==> src/rtl/sysid_check_pkg.sv <==
//----------------------------------------------------------------------------
// Module      : sysid_check_pkg
// Description : Shared types and constants for the sysid check controller.
// Revision    : 1.0 - initial release
//----------------------------------------------------------------------------
`default_nettype none

package sysid_check_pkg;

    // Controller sequence states
    typedef enum logic [2:0] {
        IDLE  = 3'd0,
        RD_ID = 3'd1,
        RD_TS = 3'd2,
        CMP   = 3'd3,
        DONE  = 3'd4
    } state_t;

    // Word addresses inside the sysid slave
    localparam logic SYSID_ADDR_ID = 1'b0;
    localparam logic SYSID_ADDR_TS = 1'b1;

endpackage

`default_nettype wire

==> src/rtl/sysid_check_timer.sv <==
//----------------------------------------------------------------------------
// Module      : sysid_check_timer
// Description : Per-read stall counter; flags the stall cycle on which the
//               TIMEOUT_CYCLES-th consecutive waitrequest is seen.
// Revision    : 1.0 - initial release
//----------------------------------------------------------------------------
`default_nettype none

module sysid_check_timer #(
    parameter int TIMEOUT_CYCLES = 255
) (
    input  logic clock,
    input  logic reset_n,
    input  logic clear,
    input  logic enable,
    output logic expired
);

    localparam logic [15:0] c_limit = 16'(TIMEOUT_CYCLES - 1);

    logic [15:0] r_count;

    // Count stalled cycles; restart whenever the read is not stalled
    always_ff @(posedge clock or negedge reset_n) begin
        if (!reset_n) begin
            r_count <= '0;
        end else if (clear) begin
            r_count <= '0;
        end else if (enable && !expired) begin
            r_count <= r_count + 16'd1;
        end
    end

    // Expired during the stall cycle that makes the count reach the limit
    assign expired = enable && (r_count == c_limit);

endmodule

`default_nettype wire

==> src/rtl/sysid_check_ctrl.sv <==
//----------------------------------------------------------------------------
// Module      : sysid_check_ctrl
// Description : Reads the system ID (and optionally the build timestamp)
//               from an Avalon-MM sysid slave and compares them against
//               expected values. Read stalls are bounded by a timeout.
//               Optional feature macro: SYSID_CHECK_TS_EN (timestamp read
//               and compare; when undefined only the ID is checked).
// Revision    : 1.0 - initial release
//----------------------------------------------------------------------------
`default_nettype none

module sysid_check_ctrl
    import sysid_check_pkg::*;
#(
    parameter logic [31:0] EXPECTED_ID    = 32'h0000_0000,
    parameter logic [31:0] EXPECTED_TS    = 32'h0000_0000,
    parameter int          TIMEOUT_CYCLES = 255
) (
    input  logic        clock,
    input  logic        reset_n,
    input  logic        start,
    output logic        avm_address,
    output logic        avm_read,
    input  logic [31:0] avm_readdata,
    input  logic        avm_waitrequest,
    output logic        busy,
    output logic        done,
    output logic        pass,
    output logic        id_mismatch,
    output logic        ts_mismatch,
    output logic        timeout,
    output logic [31:0] id_value,
    output logic [31:0] ts_value
);

    state_t      r_state;
    state_t      w_next_state;
    logic        w_in_read;
    logic        w_stall;
    logic        w_rd_complete;
    logic        w_expired;
    logic        w_launch;
    logic        w_ts_ok;
    logic        r_done;
    logic        r_pass;
    logic        r_id_mismatch;
    logic        r_ts_mismatch;
    logic        r_timeout;
    logic [31:0] r_id_value;
    logic [31:0] r_ts_value;

    assign w_in_read     = (r_state == RD_ID) || (r_state == RD_TS);
    assign w_stall       = w_in_read && avm_waitrequest;
    assign w_rd_complete = w_in_read && !avm_waitrequest;
    assign w_launch      = ((r_state == IDLE) || (r_state == DONE)) && start;

`ifdef SYSID_CHECK_TS_EN
    assign w_ts_ok = (r_ts_value == EXPECTED_TS);
`else
    assign w_ts_ok = 1'b1;
`endif

    sysid_check_timer #(
        .TIMEOUT_CYCLES (TIMEOUT_CYCLES)
    ) u_timer (
        .clock   (clock),
        .reset_n (reset_n),
        .clear   (!w_stall),
        .enable  (w_stall),
        .expired (w_expired)
    );

    // State register
    always_ff @(posedge clock or negedge reset_n) begin
        if (!reset_n) begin
            r_state <= IDLE;
        end else begin
            r_state <= w_next_state;
        end
    end

    // Next-state and bus strobes; read/address are pure functions of state
    // so an asynchronous reset drops the read in the same cycle
    always_comb begin
        w_next_state = r_state;
        avm_read     = 1'b0;
        avm_address  = SYSID_ADDR_ID;
        busy         = 1'b1;
        case (r_state)
            IDLE: begin
                busy = 1'b0;
                if (start) w_next_state = RD_ID;
            end
            RD_ID: begin
                avm_read    = 1'b1;
                avm_address = SYSID_ADDR_ID;
                if (w_rd_complete) begin
`ifdef SYSID_CHECK_TS_EN
                    w_next_state = RD_TS;
`else
                    w_next_state = CMP;
`endif
                end else if (w_expired) begin
                    w_next_state = DONE;
                end
            end
            RD_TS: begin
                avm_read    = 1'b1;
                avm_address = SYSID_ADDR_TS;
                if (w_rd_complete) begin
                    w_next_state = CMP;
                end else if (w_expired) begin
                    w_next_state = DONE;
                end
            end
            CMP: begin
                w_next_state = DONE;
            end
            DONE: begin
                busy = 1'b0;
                if (start) w_next_state = RD_ID;
            end
            default: begin
                busy         = 1'b0;
                w_next_state = IDLE;
            end
        endcase
    end

    // Capture read data, evaluate results and produce the done pulse
    always_ff @(posedge clock or negedge reset_n) begin
        if (!reset_n) begin
            r_done        <= 1'b0;
            r_pass        <= 1'b0;
            r_id_mismatch <= 1'b0;
            r_ts_mismatch <= 1'b0;
            r_timeout     <= 1'b0;
            r_id_value    <= '0;
            r_ts_value    <= '0;
        end else begin
            r_done <= (w_next_state == DONE) && (r_state != DONE);
            if (w_launch) begin
                r_pass        <= 1'b0;
                r_id_mismatch <= 1'b0;
                r_ts_mismatch <= 1'b0;
                r_timeout     <= 1'b0;
                r_id_value    <= '0;
                r_ts_value    <= '0;
            end else begin
                if ((r_state == RD_ID) && w_rd_complete) begin
                    r_id_value <= avm_readdata;
                end
`ifdef SYSID_CHECK_TS_EN
                if ((r_state == RD_TS) && w_rd_complete) begin
                    r_ts_value <= avm_readdata;
                end
`endif
                if (w_stall && w_expired) begin
                    r_timeout <= 1'b1;
                    r_pass    <= 1'b0;
                end
                if (r_state == CMP) begin
                    r_id_mismatch <= (r_id_value != EXPECTED_ID);
                    r_ts_mismatch <= !w_ts_ok;
                    r_pass        <= (r_id_value == EXPECTED_ID) && w_ts_ok;
                end
            end
        end
    end

    assign done        = r_done;
    assign pass        = r_pass;
    assign id_mismatch = r_id_mismatch;
    assign ts_mismatch = r_ts_mismatch;
    assign timeout     = r_timeout;
    assign id_value    = r_id_value;
    assign ts_value    = r_ts_value;

endmodule

`default_nettype wire

==> config.mk <==
export PLATFORM = sky130hd
export DESIGN_NAME = sysid_check_ctrl
export DESIGN_NICKNAME = d
export VERILOG_FILES = /design/src/rtl/sysid_check_pkg.sv /design/src/rtl/sysid_check_timer.sv /design/src/rtl/sysid_check_ctrl.sv
export SDC_FILE = /design/constraint.sdc
export NUM_CORES = 1
export LEC_CHECK = 0
export CELL_PAD_IN_SITES_DETAIL_PLACEMENT = 1
export CELL_PAD_IN_SITES_GLOBAL_PLACEMENT = 1
export CORE_ASPECT_RATIO = 0.5
export CORE_MARGIN = 2
export CORE_UTILIZATION = 29
export DETAILED_ROUTE_END_ITERATION = 10
export MAX_ROUTING_LAYER = met4
export PLACE_DENSITY = 0.79
export RECOVER_POWER = 25
export SLEW_MARGIN = 10
export SYNTH_ARGS = -nofsm -noshare
export SYNTH_HDL_FRONTEND = slang
export SYNTH_SLANG_ARGS = --single-unit
==> constraint.sdc <==
create_clock -name clock -period 1.5 [get_ports clock]
set_input_delay 0.45 -clock clock [delete_from_list [all_inputs] [get_ports clock]]
set_output_delay 0.45 -clock clock [all_outputs]
set_load 0.01 [all_outputs]
[Yosys cells after proc, flatten, opt, wreduce, memory -nomap -nowiden]
Index checks and enable logic that the tools add are counted.
Storage, ports and cells
  flip-flop bits (word level): 56
  output and inout bits: 72
  logic and storage cells: 59
  memory bits (read-only): 0
  bits in latches: 0
  bits in writable memories: 0
  bits of input ports: 36
  memories kept: 0
Operators by class
  divide/modulo/power cells: 0
  reductions and logical operators: 22
  muxes and demuxes: 20
  multiply operators: 0
  eq/ne operators: 8
  add/subtract/negate cells: 1
  bitwise logic cells: 0
  shift operators: 0
  order comparisons: 0
Operators with widths (count)
  $mux W32: 2
  $logic_not A32 Y1: 1
  $mux W16: 2
  $reduce_bool A32 Y1: 1
  $add A16 B1 Y16 const B: 1
  $eq A16 B8 Y1 const B: 1
  $mux W1: 12
  $mux W3: 3
  $pmux W3 S3: 1
  $logic_and A1 B1 Y1: 8
  $eq A3 B2 Y1 const B: 2
  $eq A3 B3 Y1 const B: 2
  $reduce_bool A2 Y1: 3
  $reduce_or A2 Y1: 2
  $eq A3 B1 Y1 const B: 1
  $logic_not A3 Y1: 1
  $ne A3 B3 Y1 const B: 1
  $reduce_bool A3 Y1: 1
  $reduce_or A3 Y1: 1
  $logic_not A1 Y1: 2
  $logic_or A1 B1 Y1: 2
  $ne A2 B2 Y1 const B: 1

[Longest topological paths before layout]
Gate-level depths: netlist (run 1).
  depth after elaboration: 9
  gate-level depth with buffers: 7
  mapped depth without buffers: 6

[Hierarchy]
From an unflattened synthesis (run 1), not the netlist that was laid out.
Second synthesis, totals
  cells, all modules: 249
  area total of the unflattened synthesis: 2751.4 µm²
Modules (own cells, without submodules)
  sysid_check_ctrl: area each 1818.0 µm², seq. area each 975.9 µm², cells an instance 156, instances 1
  sysid_check_timer: area each 933.4 µm², seq. area each 400.4 µm², cells an instance 93, instances 1

[Worst setup path before layout (run 1)]
Ideal clock, no wire load.
  path type: reg-to-reg
  start point: register u_timer.r_count[0]
  end point: register u_timer.r_count[4]
  required time: 1.390 ns
  stages on the path, launching flop included: 8
  slack: -0.064 ns
  arrival: 1.454 ns
  path buffers: 1
  setup time: 0.110 ns
  cells stage by stage: dfrtp_1 inv_1 ha_1 nor4b_1 and4_1 buf_6 o311ai_0 o41ai_1
On the way
  word-level cells in the longest chain between the ends: 5
RTL lines
  start, declared: line sysid_check_timer.sv:21  | logic [15:0] r_count;
  start signal, assigned: line sysid_check_timer.sv:30  | r_count <= r_count + 16'd1;
  parallel branches: the longest is 5 deep, another holds $add A16 B1 Y16
Several ways; the timed one is not identified. The select of a mux whose other input is x is not followed.
A chain may end at the register's enable or synchronous reset.

[Final worst setup path (run 1)]
  start point: register r_state[1]
  end point: output avm_read
On the way
  word-level cells in the longest chain between the ends: 3
RTL lines
  start, declared: line sysid_check_ctrl.sv:36  | state_t r_state;
  start signal, assigned: line sysid_check_ctrl.sv:78  | r_state <= w_next_state;
  $eq A3 B1 Y1 or $eq A3 B2 Y1 (tied branches): line sysid_check_ctrl.sv:89  | case (r_state)
  $reduce_or A2 Y1 (no source line) *
  $mux W1 *: line sysid_check_ctrl.sv:89
  end, declared: line sysid_check_ctrl.sv:23  | output logic avm_read,
Every way passes the cells marked *; elsewhere a longest branch is shown, timed or not.

==> results of run 1 <==
layout make-up:
cell class | count | area [um^2]
Clock inverter | 2 | 37.5
Sequential cell | 55 | 1380
Tap cell | 117 | 146
Fill cell | 962 | 4480
Inverter | 5 | 18.8
Timing Repair Buffer | 134 | 1240
Clock buffer | 5 | 125
Multi-Input combinational cell | 178 | 1460
sequential cells by signal, indices dropped and copies added, names as in the netlist:
signal and cells:
id_value 32, done 1, timeout 1, r_state 3
id_mismatch 1, u_timer.r_count 16, pass 1
cell families after synthesis:
family / synth area share
and+or+nand+nor: 0.165
adders and majority gates: 0.00923
AOI/OAI and AO/OA: 0.165
xor gates and xnor gates: 0.0222
other: 0.00138
buffers and inverters: 0.130
DFF: 0.508
cell usage after synthesis, types with 3 or more instances:
library cell and n:
o21ai_0 6, xor2_1 4, dfrtp_1 55, nor4_1 6, and4_1 4, a31oi_1 3, inv_1 5, nand3_1 9
a22o_1 32, nor2_1 16, a21oi_1 8, nor3_1 5, or3_1 4, o211ai_1 3, nand2_1 11, buf_4 35
nand4_1 6, buf_2 7
path summary, 6_finish.rpt:
check                      slack [ns]  cells after the start             endpoint  startpoint
min reg2reg                      0.49                      1              timeout     timeout
max                             -0.24                      4             avm_read  r_state[1]
min in group clock               0.49                      1              timeout     timeout
max in group asynchronous        0.20                      2           r_state[2]     reset_n
min                              0.14                      1  u_timer.r_count[14]     reset_n
max reg2reg                     -0.19                      6  u_timer.r_count[12]  r_state[0]
stage by stage:
| stage | total power [W] | worst slack, ns |
|---|---|---|
| final | 0.00742 | -0.244 |
| after global routing | 0.00780 | -0.272 |
| after CTS | 0.00710 | -0.177 |
| after detailed placement | 0.00538 | -0.348 |
| after global placement | 0.00527 | -0.293 |
| after floorplan | 0.00369 | -0.0198 |
critical path: cells and delay by family, from the launching register on:
kind                   cells  cell delay, ns
buffers and inverters      2            0.31
XOR/XNOR                   1            0.14
AND/OR/NAND/NOR            1            0.14
flip-flops                 1            0.41
repair_timing:
action | 4_1_cts | 5_1_grt
pin swaps | 19 | 22
setup buffers | 13 | 5
gates cloned | 2 | 1
setup endpoints to repair | 87 | 58
resized for setup | 100 | 50
per-layer routing:
layer,up-vias,global-route usage,wire [um]
met5,-,-,0
met4,0,0.0489,145
met3,17,0.0350,426
met2,95,0.376,5640
met1,1307,0.200,3760
li1,1121,-,-
power by group through the flow:
stage | clock network [W] | logic [W] | registers, W
2_1_floorplan | 0 | 0.00135 | 0.00234
3_3_place_gp | 0 | 0.00301 | 0.00226
3_5_place_dp | 0 | 0.00309 | 0.00229
4_1_cts | 0.00134 | 0.00350 | 0.00226
5_1_grt | 0.00142 | 0.00403 | 0.00236
6_report | 0.00133 | 0.00379 | 0.00230
==> results.yml, run 1 <==
global_route:
  antenna_found_initial: 0
  track_usage: 0.191
  grt_max_degree: 46
  grt_first_pass_wirelength_um: 14500
  gr-total-overflow: 0
  grt_pass1_vias: 2648
final_layout:
  layout.nets: 417
  diodes: 0
  syn_to_final_growth_pct: 62.6
  layout_commonest_cell: "dfrtp_1"
  layout_common_cells: "dfrtp_1, buf_4, conb_1, clkdlybuf4s50_1, a22o_1"
  drive_gt1_frac: 0.346
  post-route-util: 0.496
  final_cell_area_um2: 4410
  fin_cells: 496
drt:
  vias_per_cell: 5.12
  drt_pass1_iterations: 4
  drc: 0
  vias: 2540
  antenna_left: 0
  wl_per_cell_um: 20.1
  dr.first_iter.drc_count: 83
  wirelength_um: 9970
synth:
  avgSynthCellArea_um2: 10.7
  syn_area_um2: 2710
  synth-seq-area-share: 0.508
  synth_edf_count: 0
  synth_cell_types: 43
  yosys.area.top_type: "dfrtp_1"
  synthTopCellsByArea: "dfrtp_1, a22o_1, buf_4"
  syn_inst: 253
  synth_flop_cell: "dfrtp_1"
  async_flop_share: 1.00
  synth.top_cell.area_share: 0.508
  ys_warn_count: 0
  ys_ff_latch: 55
floorplanning:
  die_h_um: 72.4
  fp.dieArea_um2: 10200
  rows: 24
  io_pins: 108
  die_x_um: 141
  core_area_um2: 8890
  start_util: 0.305
worst_hold_path:
  worstHoldPathType: "in2async"
timing:
  maxSlewViolCount: 0
  fin_setup_tns_ns: -5.42
  fmaxAchievable_mhz: 573
  rsz0062_at_grt: "yes"
  post-route-period-util: 1.16
  setup_ws_ns: -0.244
  timing.hold.ws_ns: 0.140
  worst_pin_slew_ns: 0.631
  min_period_ns: 1.74
  max_slew_margin: 0.579
  setup_viol: 49
  clock_skew_ns: 0.00548
  hold_viol_final: 0
clock_tree:
  cts_hold_buf: 0
  cts_tree: "built"
  path_clk_slew_ns: 0.07
  cts_buffers: 5
  cts_sinks: 55
  clock_latency_ns: 0.30
  cts_max_path_buffers: 2
  htreeDepth: 2
  clockRootBuffer: "clkbuf_16"
power_and_ir_drop:
  powerDensity_nw_per_um2: 1680
  p_sw_frac: 0.377
  combPwrFrac: 0.510
  leakagePower_nw: 2.07
  ir_drop_uv: 610
  clkPwrFrac: 0.180
  power.internal_w: 0.00463
  power_frac_seq: 0.310
  p_sw_w: 0.00280
place:
  dpl_cell_area_um2: 3750
  dp_hpwl_um: 6120
  place.gp.congestion: 0.819
  dp_cells: 471
  io_buffers: 74
setup_path:
  crit_fanout: 3
  slowest_delay_ns: 0.41
  path_class: "reg2out"
  cp.arrival_ns: 1.29
  crit_chain: "buf_6, xnor2_2, nor2_1, buf_2"
  required_ns: 1.05
  worstSetupEndpointType: "output port"
  worstSetupStartpointType: "register"
  slowest_stage: "dfrtp_1"
status:
  outcome: "finished with violations"
  violations: "setup timing"
job:
  maxCapViolations: 0
Power figures use the tool's default switching activity.
==> run 2: changes to the inputs <==
--- a/config.mk
+++ b/config.mk
@@ -5,6 +5,7 @@
 export SDC_FILE = /design/constraint.sdc
 export NUM_CORES = 1
 export LEC_CHECK = 0
+export ABC_AREA = 1
 export CELL_PAD_IN_SITES_DETAIL_PLACEMENT = 1
 export CELL_PAD_IN_SITES_GLOBAL_PLACEMENT = 1
 export CORE_ASPECT_RATIO = 0.5
@@ -12,7 +13,7 @@
 export CORE_UTILIZATION = 29
 export DETAILED_ROUTE_END_ITERATION = 10
 export MAX_ROUTING_LAYER = met4
-export PLACE_DENSITY = 0.79
+export PLACE_DENSITY = 0.81
 export RECOVER_POWER = 25
 export SLEW_MARGIN = 10
 export SYNTH_ARGS = -nofsm -noshare
==> run 2 against run 1 <==
Effect of this change:
- the run still ends with setup timing left
- die area grew 11%
- highest routed layer unchanged
- area after synthesis is 12% higher
- routed wire length decreased by 1.8%
- cell count grew 29%
- largest cell class unchanged
- first-iteration DRC count increased by 65%
- critical path type unchanged
- sequential cell count is the same
- largest power group unchanged
- global-route usage down 2.0 points
==> results.yml, run 2 <==
drt:
  vias: 2892
  dr.first_iter.drc_count: 137
  wirelength_um: 9790
  antenna_left: 0
  drt_pass1_iterations: 4
  drc: 0
  vias_per_cell: 4.51
  wl_per_cell_um: 15.3
final_layout:
  syn_to_final_growth_pct: 40.2
  layout.nets: 538
  largest_reg_flops: 32
  layout_common_cells: "nand2_1, nand3_1, dfrtp_1"
  fin_cells: 641
  drive_gt1_frac: 0.172
  layout_commonest_cell: "nand2_1"
  diodes: 0
floorplanning:
  fp.dieArea_um2: 11300
  die_x_um: 148
  io_pins: 108
  core_area_um2: 10200
  die_h_um: 76.2
  start_util: 0.297
  rows: 26
timing:
  min_period_ns: 1.63
  clock_skew_ns: 0.00661
  maxSlewViolCount: 0
  rsz0062_at_grt: "yes"
  setup_viol: 11
  post-route-period-util: 1.09
  max_slew_margin: 0.478
  timing.hold.ws_ns: 0.336
  fmaxAchievable_mhz: 614
  worst_pin_slew_ns: 0.782
  hold_viol_final: 0
  setup_ws_ns: -0.130
synth:
  avgSynthCellArea_um2: 7.66
  synth_edf_count: 0
  synthTopCellsByArea: "dfrtp_1, nand3_1, nand2_1"
  synth-simple-area-share: 0.333
  ys_warn_count: 0
  synth_flop_cell: "dfrtp_1"
  synth_compound_area_frac: 0.0467
  synth-seq-area-share: 0.455
  syn_inst: 395
  syn_area_um2: 3030
  async_flop_share: 1.00
  yosys.area_share.xor_xnor: 0.00579
  synth_top_family_by_area: "simple AND/OR/NAND/NOR gates"
  synth.top_cell.area_share: 0.455
  synth_cell_types: 25
  yosysMostFrequentCell: "nand2_1"
  synthAdderAreaFrac: 0.00827
  ys_ff_latch: 55
  synthMuxAreaShare: 0
  yosys.area.top_type: "dfrtp_1"
  synth_common_cells: "nand2_1, nand3_1, dfrtp_1"
power_and_ir_drop:
  p_sw_frac: 0.402
  p_sw_w: 0.00270
  p_total_w: 0.00671
  leakagePower_nw: 2.17
  power_frac_seq: 0.332
  combPwrFrac: 0.496
  powerDensity_nw_per_um2: 1580
  ir_drop_uv: 594
  clkPwrFrac: 0.173
  power.internal_w: 0.00401
global_route:
  grt_max_degree: 56
  antenna_found_initial: 0
  track_usage: 0.170
  grt_first_pass_wirelength_um: 14900
  grt_pass1_vias: 2995
  gr-total-overflow: 0
clock_tree:
  cts_tree: "built"
  path_clk_slew_ns: 0.07
  cts_max_path_buffers: 2
  clock_latency_ns: 0.30
  clockRootBuffer: "clkbuf_16"
  cts_buffers: 5
  cts_hold_buf: 0
  htreeDepth: 2
  cts_sinks: 55
setup_path:
  crit_chain: "buf_6, nor2_4, nand2_2, nand2_2, buf_6"
  slowest_delay_ns: 0.43
  r2r-end: "u_timer.r_count[0]"
  cp.arrival_ns: 1.18
  slowest_stage: "dfrtp_1"
  reg2reg_from: "r_state[2]"
  worstSetupEndpointType: "output port"
  critPathTopFamily: "flip-flops"
  rr_worst_depth: 9
  rrSetupSlack_ns: -0.07
  worstSetupStartpointType: "register"
  required_ns: 1.05
  crit_fanout: 4
  path_class: "reg2out"
  worst-path-buf-inv: 2
place:
  dp_cells: 621
  place.gp.congestion: 0.851
  dp_hpwl_um: 6750
  io_buffers: 74
  dp_slack_ns: -0.204
job:
  maxCapViolations: 0
worst_hold_path:
  worstHoldPathType: "in2async"
status:
  violations: "setup timing"
  outcome: "finished with violations"
[run 2: cell count changes after synthesis, sizes merged, moves of 11 or more]
| cell | before | now |
|---|---|---|
| nor2 | 16 | 55 |
| inv | 5 | 38 |
| nand2 | 11 | 91 |
| o21ai | 6 | 17 |
| nand3 | 10 | 76 |
| a22o | 32 | 0 |
[run 2: worst max path at each step]
stage | from | endpoint | slack (ns) | cells after the start
after CTS | r_state[0] | avm_address | -0.18 | 4
final | r_state[2] | avm_read | -0.13 | 5
after global routing | r_state[2] | avm_read | -0.18 | 5
after global placement | r_state[2] | avm_read | -0.17 | 4
after floorplan | u_timer.r_count[1] | u_timer.r_count[14] | 0.23 | 8
after detailed placement | r_state[2] | avm_address | -0.20 | 4
[run 2: area by class of cell]
| cell class | instances | area, um^2 |
|---|---|---|
| clock buffers | 7 | 133 |
| multi-input cells | 291 | 1420 |
| inverters | 38 | 145 |
| repair buffers | 109 | 987 |
| well taps | 140 | 175 |
| flip-flops and latches | 55 | 1380 |
| fillers | 1244 | 5940 |
| clock inverters | 1 | 5.00 |
[run 2: timing repair]
item	in CTS	in global routing
cloned	0	1
pin swaps	6	11
endpoints found under the setup margin	42	53
endpoints found under the hold margin	0	0
resized for setup	55	32
setup buffers	4	7
[run 2: power groups by stage]
stage	clock [W]	sequential, W	combinational [W]
after CTS	0.00118	0.00221	0.00304
after global routing	0.00124	0.00228	0.00363
after floorplan	0	0.00237	0.00140
after detailed placement	0	0.00226	0.00315
after global placement	0	0.00225	0.00306
final	0.00116	0.00222	0.00332
[run 2: cell families (layout without fill, tap and decap cells)]
| kind of cell | after synthesis | in the layout |
|---|---|---|
| adder cells (fa/ha/maj) | 2 | 2 |
| buffers and inverters | 82 | 155 |
| other | 1 | 33 |
| AO/OA/AOI/OAI | 25 | 25 |
| XOR/XNOR | 2 | 2 |
| AND/OR/NAND/NOR | 228 | 229 |
| flip-flops | 55 | 55 |
[run 2: per-stage QoR]
stage	instance area [um^2]	setup TNS [ns]	utilization
floorplan	3150	0	-
global placement	3940	-4.47	0.387
CTS	4090	-0.779	0.402
detailed placement	3940	-5.54	0.387
finish	4240	-0.664	0.416
global route	4240	-1.84	0.416
[run 2: routing by layer]
| metal | GRT usage | vias to the layer above | share of wire |
|---|---|---|---|
| met5 | - | - | 0 |
| met4 | 0.0562 | 0 | 0.022 |
| met3 | 0.0234 | 19 | 0.027 |
| met2 | 0.313 | 57 | 0.54 |
| met1 | 0.192 | 1415 | 0.41 |
| li1 | - | 1401 | - |
